$ cat src/rtl/store_pkg.sv
// -----------------------------------------------------------------------------
// store_pkg
// Shared definitions for the store serializer:
//   - store size encodings (byte / half / word / illegal)
//   - FSM state encoding (IDLE, WRITE, DONE, ERR)
//   - helpers: index of the last byte for a size, and the alignment check
// -----------------------------------------------------------------------------
package store_pkg;

    localparam logic [1:0] SZ_BYTE = 2'b00;
    localparam logic [1:0] SZ_HALF = 2'b01;
    localparam logic [1:0] SZ_WORD = 2'b10;
    localparam logic [1:0] SZ_BAD  = 2'b11;

    localparam logic [1:0] ST_IDLE  = 2'b00;
    localparam logic [1:0] ST_WRITE = 2'b01;
    localparam logic [1:0] ST_DONE  = 2'b10;
    localparam logic [1:0] ST_ERR   = 2'b11;

    // nbytes-1 for a legal size; the illegal size never reaches WRITE.
    function automatic logic [1:0] last_idx(input logic [1:0] sz);
        logic [1:0] r;
        r = 2'd0;
        case (sz)
            SZ_HALF: r = 2'd1;
            SZ_WORD: r = 2'd3;
            default: r = 2'd0;
        endcase
        return r;
    endfunction

    // A request is legal when the size is defined and the address is
    // naturally aligned to it.
    function automatic logic is_legal(input logic [1:0] sz, input logic [1:0] a_lo);
        logic r;
        r = 1'b0;
        case (sz)
            SZ_BYTE: r = 1'b1;
            SZ_HALF: r = (a_lo[0] == 1'b0);
            SZ_WORD: r = (a_lo == 2'b00);
            default: r = 1'b0;
        endcase
        return r;
    endfunction

endpackage

$ cat src/rtl/store_byte_sel.sv
// -----------------------------------------------------------------------------
// store_byte_sel
// Combinational big-endian byte picker for SB/SH/SW.
// Ports:
//   size     [1:0]  store size encoding
//   idx      [1:0]  byte position within the store (0 = first written)
//   wdata    [31:0] register value; low bytes carry byte/half data
//   sel_byte [7:0]  byte to write at position idx
// -----------------------------------------------------------------------------
module store_byte_sel
    import store_pkg::*;
(
    input  logic [1:0]  size,
    input  logic [1:0]  idx,
    input  logic [31:0] wdata,
    output logic [7:0]  sel_byte
);

    always_comb begin
        sel_byte = 8'h00;
        case (size)
            SZ_BYTE: sel_byte = wdata[7:0];
            SZ_HALF: sel_byte = idx[0] ? wdata[7:0] : wdata[15:8];
            SZ_WORD: begin
                case (idx)
                    2'd0:    sel_byte = wdata[31:24];
                    2'd1:    sel_byte = wdata[23:16];
                    2'd2:    sel_byte = wdata[15:8];
                    default: sel_byte = wdata[7:0];
                endcase
            end
            default: sel_byte = 8'h00;
        endcase
    end

endmodule

$ cat src/rtl/store_serializer.sv
// -----------------------------------------------------------------------------
// store_serializer
// Splits a 32-bit store into 1/2/4 bytes and writes them big-endian, one per
// accepted cycle, into a byte-wide data RAM. Misaligned or illegal-size
// requests are rejected with a one-cycle misaligned pulse and no write.
// Ports:
//   clk, reset          clock, synchronous active-high reset
//   start               store request (sampled only in IDLE)
//   size, addr, wdata   request size, byte address, register value
//   busy                high while bytes are being written
//   done                one-cycle pulse after the last byte is accepted
//   misaligned          one-cycle pulse for a rejected request
//   mem_we, mem_addr,
//   mem_wdata           byte write port (addr/data forced to 0 when idle)
//   mem_ready           memory accepts the byte on an edge with mem_we high
// -----------------------------------------------------------------------------
module store_serializer
    import store_pkg::*;
#(
    parameter int ADDR_W = 9,
    parameter int DATA_W = 32
) (
    input  logic              clk,
    input  logic              reset,
    input  logic              start,
    input  logic [1:0]        size,
    input  logic [ADDR_W-1:0] addr,
    input  logic [DATA_W-1:0] wdata,
    output logic              busy,
    output logic              done,
    output logic              misaligned,
    output logic              mem_we,
    output logic [ADDR_W-1:0] mem_addr,
    output logic [7:0]        mem_wdata,
    input  logic              mem_ready
);

    logic [1:0]        state_q, state_d;
    logic [ADDR_W-1:0] addr_q,  addr_d;
    logic [1:0]        size_q,  size_d;
    logic [DATA_W-1:0] wdata_q, wdata_d;
    logic [1:0]        idx_q,   idx_d;
    logic [7:0]        cur_byte;

    store_byte_sel u_byte_sel (
        .size     (size_q),
        .idx      (idx_q),
        .wdata    (wdata_q),
        .sel_byte (cur_byte)
    );

    always_comb begin
        state_d = state_q;
        addr_d  = addr_q;
        size_d  = size_q;
        wdata_d = wdata_q;
        idx_d   = idx_q;
        case (state_q)
            ST_IDLE: begin
                if (start) begin
                    if (is_legal(size, addr[1:0])) begin
                        addr_d  = addr;
                        size_d  = size;
                        wdata_d = wdata;
                        idx_d   = 2'd0;
                        state_d = ST_WRITE;
                    end else begin
                        state_d = ST_ERR;
                    end
                end
            end
            ST_WRITE: begin
                // A stalled byte keeps idx, so address and data stay put.
                if (mem_ready) begin
                    if (idx_q == last_idx(size_q)) begin
                        state_d = ST_DONE;
                    end else begin
                        idx_d = idx_q + 2'd1;
                    end
                end
            end
            // DONE and ERR last exactly one cycle; start is ignored there.
            ST_DONE: state_d = ST_IDLE;
            ST_ERR:  state_d = ST_IDLE;
            default: state_d = ST_IDLE;
        endcase
    end

    always_ff @(posedge clk) begin
        if (reset) begin
            state_q <= ST_IDLE;
            addr_q  <= '0;
            size_q  <= SZ_BYTE;
            wdata_q <= '0;
            idx_q   <= 2'd0;
        end else begin
            state_q <= state_d;
            addr_q  <= addr_d;
            size_q  <= size_d;
            wdata_q <= wdata_d;
            idx_q   <= idx_d;
        end
    end

    always_comb begin
        busy       = (state_q == ST_WRITE);
        done       = (state_q == ST_DONE);
        misaligned = (state_q == ST_ERR);
        mem_we     = busy;
        mem_addr   = '0;
        mem_wdata  = 8'h00;
        if (busy) begin
            // Aligned requests never cross a wrap, so a plain add is enough.
            mem_addr  = addr_q + {{(ADDR_W-2){1'b0}}, idx_q};
            mem_wdata = cur_byte;
        end
    end

endmodule

$ cat config.mk
export PLATFORM = sky130hd
export DESIGN_NAME = store_serializer
export DESIGN_NICKNAME = d
export VERILOG_FILES = /design/src/rtl/store_pkg.sv /design/src/rtl/store_byte_sel.sv /design/src/rtl/store_serializer.sv
export SDC_FILE = /design/constraint.sdc
export NUM_CORES = 1
export LEC_CHECK = 0
export CORE_MARGIN = 2
export CORE_UTILIZATION = 52
export DETAILED_ROUTE_END_ITERATION = 12
export PLACE_DENSITY_LB_ADDON = 0.25
export SYNTH_ARGS = -nofsm -noshare
export SYNTH_HDL_FRONTEND = slang
export SYNTH_SLANG_ARGS = --single-unit
$ cat constraint.sdc
create_clock -name clk -period 3.2 [get_ports clk]
set_input_delay 0.32 -clock clk [delete_from_list [all_inputs] [get_ports clk]]
set_output_delay 0.32 -clock clk [all_outputs]
set_load 0.1 [all_outputs]
# After elaboration in Yosys (flattened, before gate mapping)
# Cells that the tools add are included.
dict set report word_totals {
  register_bits 47
  out_inout_bits 21
  elab_cells 54
}
dict set report op_classes {
  add_sub_neg 2
  n_eq_ne 15
  n_mux 21
  bitwise_logic 1
  reduce_logical 10
}
# operator count
set ops {}
lappend ops {{$pmux 8 s3} 2}
lappend ops {{$mux 2} 10}
lappend ops {{$mux 8} 2}
lappend ops {{$eq 2x2->1 const B} 5}
lappend ops {{$logic_not 2->1} 5}
lappend ops {{$add 9x2->9} 1}
lappend ops {{$mux 9} 1}
lappend ops {{$eq 2x1->1 const B} 4}
lappend ops {{$pmux 2 s2} 2}
lappend ops {{$ne 2x2->1 const B} 3}
lappend ops {{$pmux 2 s3} 1}
lappend ops {{$reduce_and 3->1} 2}
lappend ops {{$reduce_and 5->1} 1}
lappend ops {{$ne 2x1->1 const B} 2}
lappend ops {{$pmux 1 s3} 1}
lappend ops {{$add 2x1->2 const B} 1}
lappend ops {{$eq 2x2->1} 1}
lappend ops {{$mux 1} 2}
lappend ops {{$reduce_bool 2->1} 1}
lappend ops {{$reduce_or 2->1} 1}
lappend ops {{$not 1->1} 1}

# Logic depth before layout (Yosys ltp)
# Gate-level depths: netlist (run 1).
dict set report logic_depth {
  word_depth 8
  mapped_depth 7
  mapped_depth_nobuf 7
}

# By module
# Synthesis (run 1) repeated with hierarchy kept, for this count alone.
dict set report unflattened {
  cells_unflattened 307
  area_unflattened_um2 2489.9
}
# module instances cells_per_inst area_per_inst_um2 seq_area_each_um2
set by_module_without_submodules {}
lappend by_module_without_submodules {store_serializer 1 258 2029.4 940.9}
lappend by_module_without_submodules {store_byte_sel 1 49 460.4 0.0}

# Least setup slack after synthesis (run 1)
# OpenSTA, ideal clock, no wires.
dict set report synth_path {
  kind {register -> output}
  start {reg idx_q[0]}
  end {out mem_addr[6]}
  arrival_time_ns 2.816
  t_required_ns 2.880
  path_slack_ns 0.064
  stages_incl_launch_ff 8
  path_buffers 0
  path_cell_list {dfxtp_1 -> ha_1 -> inv_1 -> fa_1 -> and3b_1 -> nand3_1 -> xor2_1 -> nor2_1}
}
dict set report synth_between {
  elab_chain_len 2
}
# item line
set synth_rtl {}
lappend synth_rtl {{start: declaration} store_serializer.sv:42} ;# logic [1:0] idx_q, idx_d;
lappend synth_rtl {{start signal: assignment} store_serializer.sv:101} ;# idx_q <= idx_d;
lappend synth_rtl {{$add 9x2->9} store_serializer.sv:114} ;# mem_addr = addr_q + {{(ADDR_W-2){1'b0}}, idx_q};
lappend synth_rtl {{$mux 9} store_serializer.sv:112} ;# if (busy) begin
lappend synth_rtl {{end: declaration} store_serializer.sv:33} ;# output logic [ADDR_W-1:0] mem_addr,
# No other way between the ends.

# Worst setup path after layout (run 1)
dict set report layout_path {
  start {reg idx_q[0]}
  end {out mem_addr[8]}
}
# The elaborated chain is that of the path after synthesis.

==> impl_summary.txt, run 1 <==
----------------------------------------------------
[Power and ir drop]
  Switching power as a share of total power ... 0.3027
  Power Internal ... 0.8787 mW
  Portion of total power attributed to the clock network ... 0.272
  Total power per unit cell area ... between 300 and 400 nW/um^2
  Sw power ... between 0.3 and 0.4 mW
  Part of the power in registers ... 0.510
  Worst IR Drop VDD ... 0.2959 mV
  Gate power share ... 0.218
  Cell leakage power ... between 1 and 1.5 nW

[Die]
  Site row count ... 25
  Total I/O pin count ... 68
  Initial core utilization ... 0.5365
  Height of the die ... ~74 um
  Floorplan die area ... about 5400 um^2
  Area of the core ... between 4000 and 5000 um^2
  Die width ... around 74 um

[GRT]
  Overall global routing resource usage ... 0.2237
  Number of global-route vias before repair ... between 2,000 and 2,500
  Maximum number of pins on one net before global-route repair ... 50
  Total overflow reported by the global router ... 0
  Global-route wire length before repair ... roughly 9400 um
  Antenna violations before repair ... 0

[Yosys]
  Yosys warnings ... 0
  Post-Syn Nets ... ~380
  Sequential-to-total area share from yosys stat ... 0.3738
  Cell type contributing the most total cell area after synthesis ... sky130_fd_sc_hd__dfxtp_1
  Cell variety after synth ... 36
  Instance count of the mapped netlist ... 325
  Share of synthesized flip-flops with an asynchronous set or reset ... 0
  Most instantiated cells after synthesis ... 86 x sky130_fd_sc_hd__nand2_1, 51 x sky130_fd_sc_hd__a21oi_1, 47 x sky130_fd_sc_hd__dfxtp_1
  Syn Std Cell Area ... about 2500 um^2
  Number of enable flip-flop cells after synthesis ... 0
  Share of Yosys cell area claimed by the top area cell type ... 0.3738
  Top post-synthesis cells by area ... sky130_fd_sc_hd__dfxtp_1 37%, sky130_fd_sc_hd__nand2_1 13%, sky130_fd_sc_hd__a21oi_1 10%
  Mean instance size in the synthesized netlist ... between 7 and 8 um^2
  Most numerous cell in the Yosys netlist ... sky130_fd_sc_hd__nand2_1
  Top flip-flop cell by instance count after synthesis ... sky130_fd_sc_hd__dfxtp_1
  Seq cells post-synth ... between 40 and 50

[Critical path]
  Type of element launching the critical path ... flop
  Startpoint of the worst register-to-register path ... size_q[0]
  Critical path endpoint category ... output port
  Worst EP required ... approximately 2.9 ns
  Worst path slowest cell ... sky130_fd_sc_hd__dfxtp_1
  Type of the worst setup path ... flop to output port
  Register-to-register path setup slack ... between 1 and 1.5 ns
  List of cells traversed by the critical path ... ha_1 -> inv_1 -> fa_1 -> and3b_1 -> nand3_1 -> xor2_1 -> nor2_1 -> buf_12
  Endpoint of the worst register-to-register path ... idx_q[0]
  Slowest stage delay, CP ... between 0.4 and 0.5 ns
  Reg2Reg Depth ... 6
  Arrival time worst endpoint ... 2.40 ns
  Max FO, Critical Path ... 8

[Layout]
  Area overhead of the layout relative to synthesis ... 26.44%
  Number of fill cells ... roughly 420
  Final core area utilization ... 0.6784
  Register cell area after layout ... around 940 um^2
  Net count of the finished layout ... between 400 and 500
  Fraction of final layout cells with drive strength greater than 1 ... 0.1451
  Area of combinational cells with multiple inputs ... 1414 um^2
  Final instance area ... between 3000 and 4000 um^2
  Antenna diode instance count ... 0

[Routing]
  Routed via count ... ~2,400
  Drt first pass iters ... 4
  Per-cell routed wire length ... between 10 and 15 um
  Number of antenna-violating nets in the routed design ... 0
  Mean number of vias per cell ... ~5.4
  Number of DRC markers after the initial detailed-route iteration ... between 150 and 200
  Drt drc ... 0
  Post-detailed-routing wire length ... roughly 5900 um

[STA]
  Final number of max-transition violations ... 0
  Actual transition at the worst max-transition pin ... around 0.97 ns
  Post-layout minimum cycle time ... about 2.7 ns
  Final hold vios ... 0
  Fin Setup TNS ... 0 ns
  Final number of setup-violating endpoints ... 0
  Final setup skew ... between 0.003 and 0.004 ns
  Peak clock frequency supported by timing ... around 370 MHz
  Relative max-transition margin ... 0.3532
  Unrepaired setup endpoints after global routing ... no
  Final worst path period share ... 0.8504

[Clock network]
  Clock input transition at the sequential cells of the worst setup and hold paths ... ~0.080 ns
  Post-cts hold buffer count ... 0
  Resized cells post-CTS ... 0
  Worst-Skew Late Latency ... 0.30 ns
  Clock H-tree levels ... 2
  Number of buffers inserted to repair setup after CTS ... 0
  TritonCTS Buffers ... 5
  CTS tree ... built
  Clk root buf ... sky130_fd_sc_hd__clkbuf_8
  TritonCTS Sinks ... 47
  Max clock buf depth ... 2

[Hold path]
  Launch instance of the worst min-delay path ... wdata_q[31]
  Terminating pin of the worst hold path ... wdata_q[31]
  Type of the most critical hold path ... flop to flop
  Worst Hold Depth ... 2

[Place]
  HPWL after DPL ... between 4000 and 5000 um
  Routability cong. ... around 0.85
  Post-Place Cell Area ... 3102 um^2
  Count of input and output buffers ... 67

[Run status]
  Run status ... finished, final reports clean

[Flow run]
  Max Cap Violations ... 0

----------------------------------------------------
-- critical path: cells and delay by family, from the launching register on --
kind | cells | cell delay [ns]
DFF | 1 | 0.49
xor gates and xnor gates | 1 | 0.16
and+or+nand+nor | 3 | 0.57
buffers and inverters | 2 | 0.26
adders and majority gates | 2 | 0.63
-- power groups by stage --
stage | logic [mW] | registers (mW) | clock network [mW]
after global placement | 0.270 | 0.654 | 0
final | 0.275 | 0.642 | 0.343
after CTS | 0.276 | 0.641 | 0.348
after detailed placement | 0.275 | 0.655 | 0
after floorplan | 0.192 | 0.647 | 0
after global routing | 0.298 | 0.646 | 0.374
-- per-stage QoR --
step / total power, mW / hold WS [ns] / std cells / setup WS [ns]
after floorplan: 0.8389 / 0.4367 / 325 / 0.06381
after global placement: 0.9241 / 0.4460 / 425 / 0.8625
after detailed placement: 0.9298 / 0.4498 / 425 / 0.7936
after CTS: 1.265 / 0.4615 / 433 / 0.4760
after global routing: 1.318 / 0.4799 / 433 / 0.3526
final: 1.260 / 0.4615 / 433 / 0.4789
-- registers in the layout (all words and copies together), names as in the netlist --
register  flops
addr_q        9
idx_q         2
size_q        2
state_q       2
wdata_q      32
-- placed cells by master, fill, tap and decap left out, types with 12 or more instances in the layout --
cell type                          n
sky130_fd_sc_hd__buf_4            21
sky130_fd_sc_hd__nand3_1          12
sky130_fd_sc_hd__nand2b_1         12
sky130_fd_sc_hd__nand2_1          86
sky130_fd_sc_hd__a22oi_1          16
sky130_fd_sc_hd__a21oi_1          51
sky130_fd_sc_hd__dfxtp_1          47
sky130_fd_sc_hd__clkdlybuf4s50_1  45
-- worst max-delay path by stage --
stage | startpoint | endpoint | slack (ns) | depth (start not counted)
floorplan | idx_q[0] | mem_addr[6] | 0.06 | 7
global placement | idx_q[0] | mem_addr[6] | 0.86 | 8
detailed placement | idx_q[0] | mem_addr[8] | 0.79 | 8
CTS | idx_q[0] | mem_addr[8] | 0.48 | 8
global route | idx_q[0] | mem_addr[8] | 0.35 | 8
finish | idx_q[0] | mem_addr[8] | 0.48 | 8
-- final cells by class --
| type | instances | share of cell area |
|---|---|---|
| Clock inverter | 1 | 0.001572 |
| Multi-Input combinational cell | 248 | 0.4442 |
| Clock buffer | 7 | 0.02398 |
| Timing Repair Buffer | 69 | 0.2052 |
| Tap cell | 54 | 0.02123 |
| Inverter | 7 | 0.008255 |
| Sequential cell | 47 | 0.2956 |
-- layer usage --
metal | up-vias | routed length, um | track usage
met1 | 1085 | 2552 | 0.2813
met5 | - | 0 | 0
met3 | 8 | 299 | 0.04801
li1 | 1193 | - | -
met2 | 68 | 3026 | 0.3800
met4 | 0 | 56 | 0.07273
-- cell families after synthesis --
logic type | share of synthesized area
AOI/OAI and AO/OA | 0.2048
xor gates and xnor gates | 0.03131
adders and majority gates | 0.05765
buffers and inverters | 0.06461
DFF | 0.3738
muxes | 0.007953
and+or+nand+nor | 0.2599
No activity file was read; power rests on OpenSTA's default activity.
==> run 2, diff against run 1 <==
--- a/config.mk
+++ b/config.mk
@@ -5,6 +5,7 @@
 export SDC_FILE = /design/constraint.sdc
 export NUM_CORES = 1
 export LEC_CHECK = 0
+export CAP_MARGIN = 15
 export CORE_MARGIN = 2
 export CORE_UTILIZATION = 52
 export DETAILED_ROUTE_END_ITERATION = 12
==> results of run 2 <==
The final DEF is identical to that of run 1; final timing and power are the same.
